--- config.mk ---
export PLATFORM = sky130hd
export DESIGN_NAME = plru_array
export DESIGN_NICKNAME = d
export VERILOG_FILES = /design/src/rtl/plru_array.sv
export SDC_FILE = /design/constraint.sdc
export NUM_CORES = 1
export LEC_CHECK = 0
export BUFFER_PORTS_ARGS = -buffer_cell sky130_fd_sc_hd__buf_4
export CAP_MARGIN = 20
export CORE_MARGIN = 2
export CORE_UTILIZATION = 50
export DETAILED_ROUTE_END_ITERATION = 12
export PLACE_DENSITY = 0.76
export SLEW_MARGIN = 20
export SYNTH_ARGS = -nofsm -noshare
export SYNTH_HDL_FRONTEND = slang
export SYNTH_SLANG_ARGS = --single-unit
--- constraint.sdc ---
create_clock -name clk -period 2.8 [get_ports clk]
set_clock_uncertainty 0.2 [all_clocks]
set_input_delay 0.56 -clock clk [delete_from_list [all_inputs] [get_ports clk]]
set_output_delay 0.56 -clock clk [all_outputs]
set_load 0.02 [all_outputs]
--- src/rtl/plru_array.sv ---
// Multi-set tree pseudo-LRU replacement array with optional per-way valid bits and flush sweep.
// Define PLRU_VALID_EN to enable valid storage, invalid-way-first fill allocation and inval.
module plru_array #(
    parameter int unsigned S_SET = 4,
    parameter int unsigned S_WAY = 2
) (
    input  logic               clk,
    input  logic               rst,
    input  logic               rd_valid,
    input  logic [S_SET-1:0]   rd_set,
    output logic               victim_valid,
    output logic [S_WAY-1:0]   victim_way,
    input  logic               touch_valid,
    input  logic [S_SET-1:0]   touch_set,
    input  logic [S_WAY-1:0]   touch_way,
    input  logic               fill_valid,
    input  logic [S_SET-1:0]   fill_set,
    output logic [S_WAY-1:0]   fill_way,
    input  logic               inval_valid,
    input  logic [S_SET-1:0]   inval_set,
    input  logic [S_WAY-1:0]   inval_way,
    input  logic               flush_req,
    output logic               busy,
    output logic               flush_done
);

    localparam int unsigned NUM_SETS = 1 << S_SET;
    localparam int unsigned NUM_WAYS = 1 << S_WAY;
    localparam int unsigned TREE_W   = NUM_WAYS - 1;

    typedef enum logic {
        IDLE,
        FLUSH
    } state_t;

    // Follow the stored direction bits from the root; way[d] is the decision at depth d.
    function automatic logic [S_WAY-1:0] tree_victim(input logic [TREE_W-1:0] t);
        logic [S_WAY-1:0] node;
        logic [S_WAY-1:0] way;
        node = '0;
        way  = '0;
        for (int unsigned d = 0; d < S_WAY; d++) begin
            for (int unsigned n = 0; n < TREE_W; n++) begin
                if (node == S_WAY'(n)) way[d] = t[n];
            end
            node = S_WAY'(2 * node + 1 + way[d]);
        end
        return way;
    endfunction

    // Point every node on the path to w away from it, making w most recently used.
    function automatic logic [TREE_W-1:0] tree_update(input logic [TREE_W-1:0] t,
                                                      input logic [S_WAY-1:0] w);
        logic [TREE_W-1:0] r;
        logic [S_WAY-1:0]  node;
        r    = t;
        node = '0;
        for (int unsigned d = 0; d < S_WAY; d++) begin
            for (int unsigned n = 0; n < TREE_W; n++) begin
                if (node == S_WAY'(n)) r[n] = ~w[d];
            end
            node = S_WAY'(2 * node + 1 + w[d]);
        end
        return r;
    endfunction

    state_t             state_q, state_d;
    logic [S_SET-1:0]   cnt_q, cnt_d;
    logic               busy_d, done_d;

    logic [TREE_W-1:0]  tree_q [NUM_SETS];
`ifdef PLRU_VALID_EN
    logic [NUM_WAYS-1:0] valid_q [NUM_SETS];
    logic                inval_go;
`else
    logic                unused_inval;
    assign unused_inval = ^{inval_valid, inval_set, inval_way};
`endif

    logic               accept;
    logic               fill_go;
    logic               touch_go;
    logic               tree_we;
    logic [S_SET-1:0]   wr_set;
    logic [S_WAY-1:0]   wr_way;
    logic [TREE_W-1:0]  tree_new;
    logic [TREE_W-1:0]  rd_tree;

    // Flush sequencer next-state logic.
    always_comb begin
        state_d = state_q;
        cnt_d   = cnt_q;
        case (state_q)
            IDLE: begin
                if (flush_req) begin
                    state_d = FLUSH;
                    cnt_d   = '0;
                end
            end
            FLUSH: begin
                if (cnt_q == S_SET'(NUM_SETS - 1)) begin
                    state_d = IDLE;
                    cnt_d   = '0;
                end else begin
                    cnt_d = cnt_q + 1'b1;
                end
            end
            default: state_d = IDLE;
        endcase
        busy_d = (state_d == FLUSH);
        done_d = (state_d == FLUSH) && (cnt_d == S_SET'(NUM_SETS - 1));
    end

    always_ff @(posedge clk) begin
        if (rst) begin
            state_q    <= IDLE;
            cnt_q      <= '0;
            busy       <= 1'b0;
            flush_done <= 1'b0;
        end else begin
            state_q    <= state_d;
            cnt_q      <= cnt_d;
            busy       <= busy_d;
            flush_done <= done_d;
        end
    end

    // Fill allocation: lowest invalid way if any, else the PLRU victim.
    always_comb begin
`ifdef PLRU_VALID_EN
        logic [NUM_WAYS-1:0] fill_valids;
        fill_valids = valid_q[fill_set];
`endif
        fill_way = tree_victim(tree_q[fill_set]);
`ifdef PLRU_VALID_EN
        for (int w = int'(NUM_WAYS) - 1; w >= 0; w--) begin
            if (!fill_valids[w]) fill_way = S_WAY'(w);
        end
`endif
    end

    // Single write per cycle, fill > inval > touch, with read bypass of the tree write.
    always_comb begin
        accept  = (state_q == IDLE);
        fill_go = accept & fill_valid;
`ifdef PLRU_VALID_EN
        inval_go = accept & inval_valid & ~fill_valid;
        touch_go = accept & touch_valid & ~fill_valid & ~inval_valid;
`else
        touch_go = accept & touch_valid & ~fill_valid;
`endif
        tree_we  = fill_go | touch_go;
        wr_set   = fill_go ? fill_set : touch_set;
        wr_way   = fill_go ? fill_way : touch_way;
        tree_new = tree_update(tree_q[wr_set], wr_way);
        rd_tree  = (tree_we && (wr_set == rd_set)) ? tree_new : tree_q[rd_set];
    end

    always_ff @(posedge clk) begin
        if (rst) begin
            victim_valid <= 1'b0;
            victim_way   <= '0;
        end else begin
            victim_valid <= accept & rd_valid;
            if (accept && rd_valid) victim_way <= tree_victim(rd_tree);
        end
    end

    always_ff @(posedge clk) begin
        if (rst) begin
            for (int unsigned s = 0; s < NUM_SETS; s++) begin
                tree_q[s] <= '0;
`ifdef PLRU_VALID_EN
                valid_q[s] <= '0;
`endif
            end
        end else if (state_q == FLUSH) begin
            tree_q[cnt_q] <= '0;
`ifdef PLRU_VALID_EN
            valid_q[cnt_q] <= '0;
`endif
        end else begin
            if (tree_we) tree_q[wr_set] <= tree_new;
`ifdef PLRU_VALID_EN
            if (fill_go)  valid_q[fill_set][fill_way]   <= 1'b1;
            if (inval_go) valid_q[inval_set][inval_way] <= 1'b0;
`endif
        end
    end

endmodule

==> results by group <==
Run status
  – Outcome: complete, but fails checks
  – Violated checks: setup timing

Setup path
  – CP max FO: 7
  – Cells along the critical path: buf_4 -> buf_8 -> and3_1 -> or4_4 -> mux2i_4 -> nand2_1 -> o21ai_2 -> buf_6
  – Worst EP arrival: 2.08 ns
  – Startpoint Class: input pin
  – CP max-delay cell: or4_4
  – Crit Path Category: in -> out
  – Critical Path Source: fill_set[1]
  – R2r startpoint: state_q
  – Worst path max stage delay: between 0.5 and 0.6 ns
  – Endpoint type of the worst setup path: output port
  – WP data required: ~2 ns

Pwr
  – Leak Pwr: approximately 1.9 nW
  – Int Pwr: between 0.0015 and 0.002 W
  – Total power: 0.00237 W
  – Total net switching power: ~0.00066 W
  – Clock power frac: 35.7%
  – Worst-case vdd ir drop: between 0.2 and 0.25 mV
  – PwrDens: 483 mW/mm²
  – Sw frac: between 20 and 30%
  – Sequential share of power: a little over two fifths
  – Comb power frac: 22.6%

Finish
  – Ant diodes: 0
  – Layout-stage area growth over the synthesis result: 25.3%
  – NumNets Final: 480
  – Layout cell share with drive strength beyond 1: about a third

Die
  – Initial Utilization: roughly 50%
  – Io pins: 34
  – Die Span X: slightly above 90 µm
  – Core area: a little under 0.008 mm²
  – Die Area: 0.00858 mm²
  – Rows: 32
  – Die height: 92.6 µm

Clock network
  – TritonCTS Buffers: 9
  – TritonCTS clock tree: done
  – Clk slew on worst S/H paths: about 0.07 ns
  – CTS root buffer: clkbuf_8
  – H-tree depth: 3
  – Clock sink count: 57
  – Bufs on Longest Clock Path: 2
  – Clock latency on the worst-skew pair: ~0.34 ns

Yosys
  – Largest family of logic cells by synthesized area: simple AND/OR/NAND/NOR gates
  – YS warnings: 0
  – Post-synth ARST share: 0%
  – Compound-Gate Fraction of Synth Area: a little under an eighth
  – Post-Synthesis Cell Area: ~0.004 mm²
  – Number of flops mapped to enable cells by yosys: 48
  – Adder-cell share of the synthesized area: less than 1%
  – Most used DFF post-synth: edfxtp_1
  – Syn Inst Count: 380
  – XOR/XNOR Fraction of Synth Area: less than 1%
  – Simple-gate share of the synthesized area: between 20% and 30%
  – Post-synth cell types: 55
  – Syn avg cell area: slightly above 10 µm²
  – Sequential share of the synthesized area: about two fifths
  – Mux contribution to synthesized area: around a fifth
  – Seq cells post-synth: 57
  – Synth Net Count: between 400 and 500

GRT
  – Vias in the first global route: 3412
  – First-pass GRT wire length: 17800 µm
  – Initial antenna violation count: 0
  – GR Overflow Total: 0
  – Largest net degree at the start of global routing: 28
  – GRT Resource Usage Total: 28.0%

Timing
  – F_max: 353 MHz
  – Worst slew pin tran: ~0.8 ns
  – Rel. slew slack: between 40% and 50%
  – Final hold violation count: 0
  – Setup TNS: -0.0359 ns
  – Setup ws final: -0.0359 ns
  – Final setup violation count: 1
  – Max Slew Vio Count: 0
  – Final period demand of the worst path: 2.84 ns
  – RSZ-0062 raised after global routing: true
  – Final Cycle Share: 101%

Hold path
  – Hold WC Path Type: in -> reg
  – HP Start: rd_valid

Detailed routing
  – Post-route ant nets: 0
  – Pre-antenna DRT Iters: 5
  – Starting DRC count in detailed routing: roughly 370
  – Wirelength, routed: approximately 11000 µm
  – Routed length per instance: approximately 20 µm
  – Detailed-route DRC error count: 0
  – Vias: between 3000 and 4000
  – DR vias/cell: between 6 and 7

Run
  – Maxcap violations: 0

Placed design
  – RePlAce Congestion: roughly 0.92
  – Pre-CTS setup slack: -0.187 ns
  – I/O Buffers: 26
  – DP HPWL: 8490 µm
[Yosys cell counts, drive strengths merged, types with 2 or more instances]
library cell | n | area, µm²
and4b | 2 | 20.0
dfxtp | 9 | 180
nand3 | 9 | 45.0
inv | 8 | 30.0
nor2b | 6 | 37.5
nand4bb | 2 | 22.5
mux4 | 22 | 499
edfxtp | 48 | 1440
clkbuf | 14 | 52.6
a21o | 6 | 45.0
a22oi | 3 | 22.5
nor2 | 68 | 255
xnor2 | 2 | 17.5
o32ai | 2 | 17.5
a221o | 2 | 20.0
o22ai | 2 | 12.5
o31ai | 2 | 15.0
nor3b | 3 | 22.5
nand4 | 2 | 12.5
nand2 | 31 | 116
a21oi | 11 | 55.1
mux2i | 21 | 223
o21ai | 9 | 45.0
buf | 13 | 80.1
nand3b | 5 | 37.5
a31oi | 7 | 50.1
a211oi | 8 | 60.1
and3b | 3 | 26.3
and3 | 3 | 18.8
nand2b | 19 | 119
nor3 | 10 | 50.1
mux2 | 7 | 78.8
or3 | 5 | 31.3
[power groups by stage]
stage | Sequential [W] | Clock (W) | Combinational (W)
CTS | 0.000988 | 0.000857 | 0.000529
global route | 0.000993 | 0.000898 | 0.000570
finish | 0.000991 | 0.000847 | 0.000537
detailed placement | 0.00101 | 0 | 0.000516
floorplan | 0.000993 | 0 | 0.000320
global placement | 0.00100 | 0 | 0.000503
[sequential cells by signal (all words and copies together) (netlist names)]
register,flops
tree_q,48
cnt_q,4
victim_valid,1
flush_done,1
state_q,1
victim_way,2
[cell type report]
| class | count | area [µm²] |
|---|---|---|
| fill | 595 | 2770 |
| timing repair buffer | 88 | 754 |
| multi-input combinational | 288 | 2170 |
| sequential | 57 | 1620 |
| tap | 102 | 128 |
| clock buffer | 9 | 124 |
| clock inverter | 7 | 93.8 |
| inverter | 8 | 30.0 |
[metal layers]
layer  vias up  global-route usage, %  wire (µm)
met5         -                      0          0
met3        30                   6.18        914
met1      1729                   34.8       4370
met4         0                   13.0        363
li1       1564                      -          -
met2       193                   46.7       5620
[placed cells by master (no fill, tap or decap), drive strengths merged, types with 3 or more instances in the layout]
| cell | instances |
|---|---|
| nor2 | 68 |
| a21oi | 11 |
| a22oi | 3 |
| mux2i | 21 |
| buf | 88 |
| o21ai | 9 |
| and3b | 3 |
| a31oi | 7 |
| nand2 | 31 |
| mux4 | 22 |
| clkbuf | 9 |
| and3 | 3 |
| nand2b | 19 |
| dfxtp | 9 |
| nor2b | 6 |
| a211oi | 8 |
| nand3b | 5 |
| nor3 | 10 |
| nor3b | 3 |
| mux2 | 7 |
| a21o | 6 |
| nand3 | 9 |
| clkinv | 3 |
| or3 | 5 |
| inv | 9 |
| edfxtp | 48 |
[through the flow]
step                hold WS (ns)  instances  util, %  area (µm²)
finish                     0.286        559     64.0        4920
detailed placement         0.301        537     60.3        4640
floorplan                  0.334        380        -        3970
global placement           0.290        537     60.3        4640
global route               0.288        559     64.0        4920
CTS                        0.274        559     63.9        4910
[timing repair]
item                                    CTS  global route
endpoints found under the setup margin    1            20
buffers inserted                          6             0
hold buffers                              0             0
pin swaps                                 2             0
resized for setup                         6             3
[final timing paths]
check                  end  slack (ns)  cells past startpoint
min reg2reg  victim_way[0]        0.31                      2
max reg2reg  tree_q[11][2]        0.06                      9
max            fill_way[1]       -0.04                      8
min           victim_valid        0.29                      3
[critical path: cells and delay by family]
kind	cells	cell delay (ns)
simple gates	3	0.83
buf+inv	3	0.38
mux	1	0.23
compound gates	1	0.07
[logic make-up (layout without fill, tap and decap cells)]
| group | Yosys count | in the layout |
|---|---|---|
| and+or+nand+nor | 173 | 173 |
| AOI/OAI and AO/OA | 61 | 61 |
| DFF | 57 | 57 |
| muxes | 50 | 50 |
| buffers and inverters | 35 | 112 |
| xor gates and xnor gates | 3 | 3 |
| adders and majority gates | 1 | 1 |
(Power assumes the default switching activity.)
